$ cat src/rtl/bnn_seq_classifier_if.sv
// Classifier bench interface: the bench drives a sample and reads back the
// winning class and a completion flag.
interface bnn_seq_classifier_if #(
  parameter int FEAT_CNT  = 128,
  parameter int FEAT_BITS = 4,
  parameter int CLASS_CNT = 6
);
  localparam int PW = $clog2(CLASS_CNT);

  logic [FEAT_BITS*FEAT_CNT-1:0] features;
  logic [PW-1:0]                 prediction;
  logic                          done;

  modport master (output features, input prediction, input done);
  modport slave  (input features, output prediction, output done);
endinterface

$ cat src/rtl/bnn_seq_classifier.sv
// One-hidden-layer binarized classifier, one neuron per clock through a single
// shared popcount per layer; rst doubles as the sample load/start strobe.
module bnn_seq_classifier #(
  parameter int FEAT_CNT   = 128,
  parameter int HIDDEN_CNT = 40,
  parameter int FEAT_BITS  = 4,
  parameter int CLASS_CNT  = 6,
  parameter logic [HIDDEN_CNT*FEAT_CNT-1:0]  W1 = '0,
  parameter logic [CLASS_CNT*HIDDEN_CNT-1:0] W2 = '0,
  parameter int THR1 = FEAT_CNT/2
) (
  input logic clk,
  input logic rst,
  bnn_seq_classifier_if.slave bus
);
  localparam int PC1W     = $clog2(FEAT_CNT+1);
  localparam int SUM_BITS = $clog2(HIDDEN_CNT+1);
  localparam int PW       = $clog2(CLASS_CNT);
  localparam int KH       = (HIDDEN_CNT > 1) ? $clog2(HIDDEN_CNT) : 1;
  localparam int KW       = (KH > PW) ? KH : PW;

  typedef enum logic [1:0] {LOAD, HID, OUT, DONE} state_t;

  state_t               state, state_nxt;
  logic [KW-1:0]        k;
  logic [FEAT_CNT-1:0]  xbin, xbin_d;
  logic [HIDDEN_CNT-1:0] h;
  logic [SUM_BITS-1:0]  best_score;
  logic [PW-1:0]        best_idx, prediction;
  logic                 done;
  logic [FEAT_CNT-1:0]  w1_row;
  logic [HIDDEN_CNT-1:0] w2_row;
  logic [PC1W-1:0]      pc1;
  logic [SUM_BITS-1:0]  score;
  logic                 hid_step, hid_last, out_last, take, h_bit;

  // Weight rows selected by k as a constant-index mux so k never indexes out of range
  always_comb begin
    w1_row = '0;
    for (int j = 0; j < HIDDEN_CNT; j++)
      if (k == KW'(j)) w1_row = W1[j*FEAT_CNT +: FEAT_CNT];
    w2_row = '0;
    for (int c = 0; c < CLASS_CNT; c++)
      if (k == KW'(c)) w2_row = W2[c*HIDDEN_CNT +: HIDDEN_CNT];
  end

  always_comb begin
    xbin_d = '0;
    for (int i = 0; i < FEAT_CNT; i++)
      xbin_d[i] = bus.features[i*FEAT_BITS + FEAT_BITS-1];
    pc1 = '0;
    for (int i = 0; i < FEAT_CNT; i++)
      pc1 = pc1 + PC1W'(xbin[i] ~^ w1_row[i]);
    score = '0;
    for (int j = 0; j < HIDDEN_CNT; j++)
      score = score + SUM_BITS'(h[j] ~^ w2_row[j]);
  end

  // LOAD also computes neuron 0, so edge 1 after release already does useful work
  assign hid_step = (state == LOAD) || (state == HID);
  assign hid_last = (k == KW'(HIDDEN_CNT-1));
  assign out_last = (k == KW'(CLASS_CNT-1));
  assign take     = (k == '0) || (score > best_score);
  assign h_bit    = (pc1 >= PC1W'(THR1));

  always_comb begin
    state_nxt = state;
    case (state)
      LOAD, HID: state_nxt = hid_last ? OUT : HID;
      OUT:       if (out_last) state_nxt = DONE;
      DONE:      state_nxt = DONE;
      default:   state_nxt = LOAD;
    endcase
    if (rst) state_nxt = LOAD;
  end

  always_ff @(posedge clk) state <= state_nxt;

  always_ff @(posedge clk) begin
    if (rst) begin
      xbin       <= xbin_d;
      k          <= '0;
      h          <= '0;
      best_score <= '0;
      best_idx   <= '0;
      prediction <= '0;
      done       <= 1'b0;
    end else if (hid_step) begin
      for (int j = 0; j < HIDDEN_CNT; j++)
        if (k == KW'(j)) h[j] <= h_bit;
      k <= hid_last ? '0 : k + KW'(1);
    end else if (state == OUT) begin
      if (take) begin
        best_score <= score;
        best_idx   <= PW'(k);
      end
      if (out_last) begin
        prediction <= take ? PW'(k) : best_idx;
        done       <= 1'b1;
      end else begin
        k <= k + KW'(1);
      end
    end
  end

  assign bus.prediction = prediction;
  assign bus.done       = done;
endmodule

$ cat src/flat_wrapper.sv
// flat-port wrapper written by rule: the top's interface ports become plain ports
module bnn_seq_classifier_flat 
#(
  parameter int FEAT_CNT   = 128,
  parameter int HIDDEN_CNT = 40,
  parameter int FEAT_BITS  = 4,
  parameter int CLASS_CNT  = 6,
  parameter logic [HIDDEN_CNT*FEAT_CNT-1:0]  W1 = '0,
  parameter logic [CLASS_CNT*HIDDEN_CNT-1:0] W2 = '0,
  parameter int THR1 = FEAT_CNT/2
)
  (clk, rst, bus_features, bus_prediction, bus_done);
  bnn_seq_classifier_if #(.FEAT_CNT(FEAT_CNT), .FEAT_BITS(FEAT_BITS), .CLASS_CNT(CLASS_CNT)) bus_i ();
  input logic clk;
  input logic rst;
  input wire logic [$bits(bus_i.features)-1:0] bus_features;
  output wire logic [$bits(bus_i.prediction)-1:0] bus_prediction;
  output wire logic [$bits(bus_i.done)-1:0] bus_done;
  assign bus_i.features = bus_features;
  assign bus_prediction = bus_i.prediction;
  assign bus_done = bus_i.done;
  bnn_seq_classifier #(.FEAT_CNT(FEAT_CNT), .HIDDEN_CNT(HIDDEN_CNT), .FEAT_BITS(FEAT_BITS), .CLASS_CNT(CLASS_CNT), .W1(W1), .W2(W2), .THR1(THR1)) u_core (.clk(clk), .rst(rst), .bus(bus_i));
endmodule
$ cat config.mk
export PLATFORM = sky130hd
export DESIGN_NAME = bnn_seq_classifier_flat
export DESIGN_NICKNAME = d
export VERILOG_FILES = /design/src/rtl/bnn_seq_classifier_if.sv /design/src/rtl/bnn_seq_classifier.sv /design/src/flat_wrapper.sv
export SDC_FILE = /design/constraint.sdc
export NUM_CORES = 1
export LEC_CHECK = 0
export CORE_AREA = 2 2 199 201
export CTS_CLUSTER_SIZE = 28
export DETAILED_ROUTE_END_ITERATION = 8
export DIE_AREA = 0 0 201 203
export DONT_BUFFER_PORTS = 1
export SYNTH_ARGS = -nofsm -noshare
export SYNTH_HDL_FRONTEND = slang
export SYNTH_SLANG_ARGS = --single-unit
$ cat constraint.sdc
create_clock -name clk -period 18.6 [get_ports clk]
set_input_delay 4.65 -clock clk [delete_from_list [all_inputs] [get_ports clk]]
set_output_delay 4.65 -clock clk [all_outputs]
set_load 0.01 [all_outputs]
==> results.md, run 1 <==
- Via density: 4.25
- Average size of a mapped cell: approximately 12 µm²
- Main synth FF type: edfxtp_1
- Post-synth top area share: 35.3%
- RSZ-0062 raised after global routing: no
- Final min period: 8260 ps
- Async set or reset register ratio after synthesis: 0%
- Count of final setup violators: 0
- Synth area leaders: edfxtp_1, fa_1, dfxtp_1, inv_1, ha_1
- Period utilization: 44.4%
- Yosys reg bits: about 190
- Final clock skew: 13.1 ps
- Core area: between 30000 and 40000 µm²
- Max Fclk: approximately 120 MHz
- Worst EP required: approximately 19000 ps
- Slowest CP cell: and3_2
- Fin nets: between 1500 and 2000
- Yosys warnings: 0
- CTS tree: yes
- Hold-fix buffers at CTS: 0
- Worst-Margin Slew: 969 ps
- Most used cell, CP: fa_1
- Total Routing Usage GR: between 10% and 20%
- Top-count cell post-synth: inv_1
- EDFF count, synth: 128
- Detailed Route Iter0 Violations: ~340
- Die span in y: between 200 and 250 µm
- Mapped cell area: around 11000 µm²
- Type of the worst min-delay path: register to register
- Max FO, Critical Path: 40
- Clock latency on the worst-skew pair: ~480 ps
- Commonest cells post-synth: inv_1, fa_1, edfxtp_1
- Final ANT Viol Nets: 0
- Total setup buffers inserted after CTS: 0
- Die X: between 200 and 250 µm
- Max-slew violations: 0
- Yosys cell types: 44
- FP Rows: 72
- # Max-Cap Violations: 0
- Global-route wire length before repair: between 30000 and 40000 µm
- Vias in the first global route: 6315
- First-pass DRT Iterations: 4
- Startpoint types: register
- Cells after synthesis: 877
- Seq/Total Area, Yosys: between 40% and 50%
- Setup CP Type: register to register
- Gpl congestion: around 0.8
- Critical Path AT: ~8600 ps
- DRT Wirelength: about 23000 µm
- Via count: ~6000
- Total CTS buffers: 17
- DRC errors left: 0
- Root Buffer: clkbuf_16
- Die area: roughly 41000 µm²
- Syn_nets: 1583
- Clk pin slew, worst setup/hold paths: 80 ps
- Max incr delay on CP: 730 ps
- Cell type with the largest total area after synthesis: edfxtp_1
- # clock sinks: ~190
- Setup_tns: 0 ps
- Largest net degree at the start of global routing: around 190
- Syn-to-layout area delta: 10.6%
- Final hold vios: 0
- IO buf count: 0
- Initial core utilization: 28.3%
- Initial antenna violation count: 2
- Wire length per cell: between 15 and 20 µm
- Longest Clk Path Bufs: 2
- I/O Pins: around 520
- Resize count post-CTS: 0
- Slew HR: a little over a third
- Share of cells above drive strength 1: under 10%
- Congestion Overflow GR: 0
- DP HPWL: 17800 µm
- Critical path capture point type: register
- Max H-tree Level: 4
- Status: finished clean
per-layer routing:
metal,wire (µm),up-vias,global-route usage (%),part of all wire (%)
met5,0,-,0,0
met4,609,0,5.05,2.6
met3,1260,38,3.45,5.5
met2,11400,138,19.7,50
met1,9740,3013,14.9,42
li1,-,2783,-,-
path summary, 6_finish.rpt:
path	from	cells after the start	endpoint	slack (ps)
setup / recovery	u_core.xbin[77]	26	u_core.h[11]	10340
hold / removal	u_core.best_score[4]	2	u_core.best_score[4]	470
setup reg to reg	u_core.xbin[77]	26	u_core.h[11]	10340
hold reg to reg	u_core.best_score[4]	2	u_core.best_score[4]	470
critical path, delay by kind of cell, from the launching register on:
kind	cells	cell delay (ps)
adder cells (fa/ha/maj)	12	5930
buffers and inverters	9	560
AO/OA/AOI/OAI	2	300
flip-flops	1	330
AND/OR/NAND/NOR	3	920
cell usage in the layout (no fill, tap or decap), types with 2 or more instances in the layout:
master       n
inv_1      240
fa_1       146
edfxtp_1   128
nor2_1      67
dfxtp_1     61
ha_1        46
a211oi_1    30
a21oi_1     29
nand3_1     17
a311oi_1    17
clkbuf_16   17
o21ai_0     13
nand2_1     13
xnor2_1      4
nor3_1       4
nor2_2       4
nand2b_1     3
o31ai_1      3
inv_8        3
clkinv_4     3
xor2_1       2
a21o_1       2
or3b_2       2
o2111ai_1    2
nand4_1      2
a31oi_1      2
inv_6        2
clkinv_1     2
bufinv_16    2
clkinv_8     2
cells by family after synthesis:
| kind of cell | count (synthesis) | share of synthesized area (%) |
|---|---|---|
| muxes | 1 | 0.0919 |
| AOI/OAI and AO/OA | 107 | 6.71 |
| DFF | 189 | 46.5 |
| adders and majority gates | 192 | 32.1 |
| xor gates and xnor gates | 6 | 0.483 |
| buffers and inverters | 264 | 9.25 |
| and+or+nand+nor | 118 | 4.83 |
layout make-up:
type	count	area [µm²]
sequential	189	5060
antenna	1	2.50
clock inverter	15	183
tap	518	648
multi-input combinational	424	4820
fill	3846	26400
inverter	241	905
clock buffer	17	425
flip-flops by register name (all words and copies together) (netlist names):
register,cells
u_core.xbin,128
u_core.h,40
u_core.best_score,6
u_core.k,6
u_core.best_idx,3
u_core.bus.prediction,3
u_core.state,2
u_core.bus.done,1
per-stage QoR:
step	cells	util [%]	worst slack (ps)	hold WS, ps	instance area, µm²
after global routing	1404	31.3	9940	508	12000
after CTS	1404	31.3	10290	476	12000
after detailed placement	1372	29.7	10320	466	11400
final	1405	31.3	10340	474	12000
after global placement	1372	29.7	10430	458	11400
after floorplan	877	-	11140	450	10900
Power of run 1 is not shown: default switching activity piles up to over one toggle a cycle in this logic, so the estimate is an artifact.
==> run 2: changes to the inputs <==
clock period = 8.44 ns   (was 18.6 ns; I/O delays follow)
==> results.md, run 2 (synthesis gave the netlist of run 1 again) <==
- First-pass DRT Iterations: 4
- Max-slew violations: 0
- R2R Setup Slk: between 600 and 700 ps
- FP Rows: just over 70
- Congestion Overflow GR: 0
- Period utilization: between 90 and 100%
- Worst EP required: slightly below 9000 ps
- Antenna cells: 0
- Hold-fix buffers at CTS: 0
- Count of final setup violators: 0
- Fillers: 3840
- CTS tree: yes
- DP HPWL: 17500 µm
- Setup CP Type: register to register
- Die X: between 200 and 250 µm
- Most used cell, CP: fa_1
- Reg with most FFs: u_core.xbin
- Reg2Reg Depth: 27
- Total setup buffers inserted after CTS: 0
- Utilization after layout: between 30% and 40%
- RSZ-0062 raised after global routing: no
- Worst-Margin Slew: ~950 ps
- Core area: just under 40000 µm²
- Largest net degree at the start of global routing: between 150 and 200
- Slowest CP cell: fa_1
- Max incr delay on CP: roughly 580 ps
- Total Routing Usage GR: a little under an eighth
- Global-route wire length before repair: about 35000 µm
- Final ANT Viol Nets: 0
- Type of the worst min-delay path: register to register
- Fin Hold WS: 477 ps
- Setup_tns: 0 ps
- Hold Path Sink: u_core.best_score[3]
- Die area: between 40000 and 50000 µm²
- Slew HR: 36.6%
- Hold path cells: 2
- Syn-to-layout area delta: 10.4%
- Longest Clk Path Bufs: 2
- Detailed Route Iter0 Violations: between 200 and 300
- Max reg flops: about 130
- Vias in the first global route: 6245
- Resize count post-CTS: 0
- Die span in y: approximately 200 µm
- Worst Min Path Start: u_core.best_score[3]
- Max H-tree Level: 4
- FF-to-FF Start: u_core.xbin[77]
- Final clock skew: 9.31 ps
- Setup WS pre-CTS: approximately 550 ps
- Gpl congestion: ~0.81
- Max Fclk: ~130 MHz
- Status: finished clean
- I/O Pins: slightly above 500
- Final min period: just under 8000 ps
- Max FO, Critical Path: 40
- Initial core utilization: 28.3%
- Clk pin slew, worst setup/hold paths: 70 ps
- DRC errors left: 0
- Share of cells above drive strength 1: 4.62%
- Leading registers by flop count: u_core.xbin (128), u_core.h (40)
- Most frequent cells in the layout: inv_1, fa_1, edfxtp_1, nor2_1, dfxtp_1
- PnR worst setup slack: between 600 and 700 ps
- Startpoint types: register
- R2r endpoint: u_core.h[28]
- # Max-Cap Violations: 0
- Initial antenna violation count: 4
- Wire length per cell: ~16 µm
- Via count: slightly below 6000
- Critical path capture point type: register
- Root Buffer: clkbuf_16
- Fin nets: approximately 1600
- Critical Path AT: 8160 ps
- Total CTS buffers: 17
- DRT Wirelength: 22500 µm
- # clock sinks: around 190
- IO buf count: 0
- Most common cell after layout, fill and taps aside: inv_1
- Final hold vios: 0
- Via density: roughly 4.1
- Clock latency on the worst-skew pair: 470 ps
[run 2: final cells by class]
type                    count  area [µm²]  share of cell area, %
repair buffers              1        20.0                  0.167
clock buffers              17         425                   3.54
well taps                 518         648                   5.39
multi-input cells         424        4820                   40.1
inverters                 241         905                   7.53
clock inverters            15         136                   1.13
flip-flops and latches    189        5060                   42.1
[run 2: through the flow]
stage / cells / instance area (µm²)
floorplan: 877 / 10900
global placement: 1373 / 11500
detailed placement: 1373 / 11500
CTS: 1405 / 12000
global route: 1405 / 12000
finish: 1405 / 12000
[run 2: how the worst max path moves through the flow]
| stage | start | endpoint | slack (ps) | cells past startpoint |
|---|---|---|---|---|
| final | u_core.xbin[77] | u_core.h[28] | 600 | 27 |
| after floorplan | u_core.xbin[71] | u_core.h[28] | 980 | 26 |
| after global routing | u_core.xbin[77] | u_core.h[25] | 180 | 27 |
| after detailed placement | u_core.xbin[77] | u_core.h[30] | 550 | 27 |
| after CTS | u_core.xbin[77] | u_core.h[30] | 520 | 27 |
| after global placement | u_core.xbin[77] | u_core.h[29] | 560 | 27 |
[run 2: critical path: cells and delay by family (launching register included)]
kind | cells | cell delay (ps)
adders and majority gates | 12 | 5890
buffers and inverters | 10 | 780
and+or+nand+nor | 3 | 440
DFF | 1 | 330
AOI/OAI and AO/OA | 2 | 210
[run 2: per-layer routing]
| layer | global-route usage (%) | share of wire, % | vias up | wire [µm] |
|---|---|---|---|---|
| met4 | 4.29 | 1.5 | 4 | 348 |
| met5 | 0 | 0.12 | - | 27 |
| li1 | - | - | 2781 | - |
| met2 | 19.4 | 50 | 136 | 11200 |
| met1 | 14.6 | 42 | 2858 | 9510 |
| met3 | 4.25 | 5.9 | 25 | 1330 |
Power of run 2 is left out for the same reason.
==> run 3: changes to the inputs <==
CORE_AREA = not set   (was 2 2 199 201)
CORE_ASPECT_RATIO = 2   (was not set)
CORE_MARGIN = 10   (was not set)
CORE_UTILIZATION = 32   (was not set)
DIE_AREA = not set   (was 0 0 201 203)
GPL_ROUTABILITY_DRIVEN = 1   (was not set)
GPL_TIMING_DRIVEN = 1   (was not set)
==> results.md, run 3 (synthesis gave the netlist of run 1 again) <==
- Status: finished clean
- Count of final setup violators: 0
- Placed inst area: between 10000 and 15000 µm²
- Gpl congestion: 0.877
- Via count: around 5900
- Final hold vios: 0
- Initial core utilization: about a third
- Critical Path AT: ~8300 ps
- # clock sinks: approximately 190
- Global-route wire length before repair: approximately 37000 µm
- Final instance area: around 12000 µm²
- Startpoint types: register
- Reg with most FFs: u_core.xbin
- Most frequent cells in the layout: inv_1, fa_1, edfxtp_1, nor2_1, dfxtp_1
- Fillers: roughly 3300
- IO buf count: 0
- Clk pin slew, worst setup/hold paths: about 80 ps
- Largest net degree at the start of global routing: between 150 and 200
- Total setup buffers inserted after CTS: 0
- Congestion Overflow GR: 0
- Period utilization: 94.1%
- Multi-input combinational cell area: between 4000 and 5000 µm²
- Non-Filler Instances: approximately 1300
- Fin nets: ~1600
- DRT Wirelength: ~24000 µm
- Clock latency on the worst-skew pair: between 400 and 500 ps
- Hold-fix buffers at CTS: 0
- Die X: around 150 µm
- Die area: 42300 µm²
- Register area: just over 5000 µm²
- Syn-to-layout area delta: 9.66%
- RSZ-0062 raised after global routing: no
- Total Routing Usage GR: between 10% and 20%
- Critical path capture point type: register
- Max FO, Critical Path: 40
- Detailed Route Iter0 Violations: about 310
- Final clock skew: between 10 and 15 ps
- Total CTS buffers: 17
- Final ANT Viol Nets: 0
- CTS tree: yes
- DP HPWL: between 15000 and 20000 µm
- Worst EP required: a little under 9000 ps
- Most common cell after layout, fill and taps aside: inv_1
- Max H-tree Level: 4
- Wire length per cell: 17.9 µm
- Placed cells: approximately 1300
- Slew HR: around 60%
- Setup CP Type: register to register
- FP Rows: between 90 and 100
- Worst-Margin Slew: a little under 600 ps
- Leading registers by flop count: u_core.xbin (128), u_core.h (40)
- Vias in the first global route: between 6000 and 7000
- Longest Clk Path Bufs: 2
- DRC errors left: 0
- Final min period: 7940 ps
- Type of the worst min-delay path: register to register
- Max reg flops: between 100 and 150
- Max Fclk: between 100 and 150 MHz
- Core area: between 30000 and 40000 µm²
- Die span in y: roughly 280 µm
- Resize count post-CTS: 0
- # Max-Cap Violations: 0
- Share of cells above drive strength 1: 4.73%
- Max-slew violations: 0
- First-pass DRT Iterations: 5
- Root Buffer: clkbuf_16
- I/O Pins: 518
- Initial antenna violation count: 4
- Via density: 4.42
- Setup_tns: 0 ps
-- run 3: path summary, 6_finish.rpt --
kind	from	to	slack [ps]	cells after the start
hold reg to reg	u_core.best_idx[1]	u_core.best_idx[1]	480	2
hold / removal	u_core.best_idx[1]	u_core.best_idx[1]	480	2
setup reg to reg	u_core.xbin[71]	u_core.h[8]	500	25
setup / recovery	u_core.xbin[71]	u_core.h[8]	500	25
-- run 3: layout make-up --
type                       count  share of cell area (%)
antenna                        4                  0.0838
sequential                   189                    42.4
tap                          436                    4.57
timing repair buffer           2                   0.126
inverter                     241                    7.58
clock buffer                  19                    3.71
multi-input combinational    424                    40.3
clock inverter                13                    1.18
-- run 3: worst max-delay path: stages, from the launching register on --
cell      delay, ps
edfxtp_1        390
fa_1            520
fa_1            610
inv_1            90
fa_1            530
inv_1            60
fa_1            550
inv_1            60
fa_1            530
inv_1            50
fa_1            530
inv_1            50
fa_1            500
fa_1            550
inv_1            60
fa_1            510
fa_1            540
inv_1            40
ha_1            230
fa_1            380
nand3_1          90
o21ai_0          90
nand3_1          80
and3_1          160
buf_4           400
a311oi_1        170
-- run 3: layer usage --
| metal | part of all wire [%] | track usage [%] | up-vias |
|---|---|---|---|
| met2 | 53 | 20.4 | 162 |
| met3 | 6.3 | 3.61 | 27 |
| met1 | 38 | 13.2 | 2897 |
| met4 | 2.6 | 4.75 | 0 |
| met5 | 0 | 0 | - |
| li1 | - | - | 2787 |
-- run 3: stage by stage --
step,hold slack (ps),setup slack (ps),util (%)
final,482,496,35.5
after global routing,517,108,35.5
after CTS,477,444,35.5
after detailed placement,463,456,33.7
after global placement,458,526,33.7
after floorplan,450,982,-
Power of run 3 is left out for the same reason.
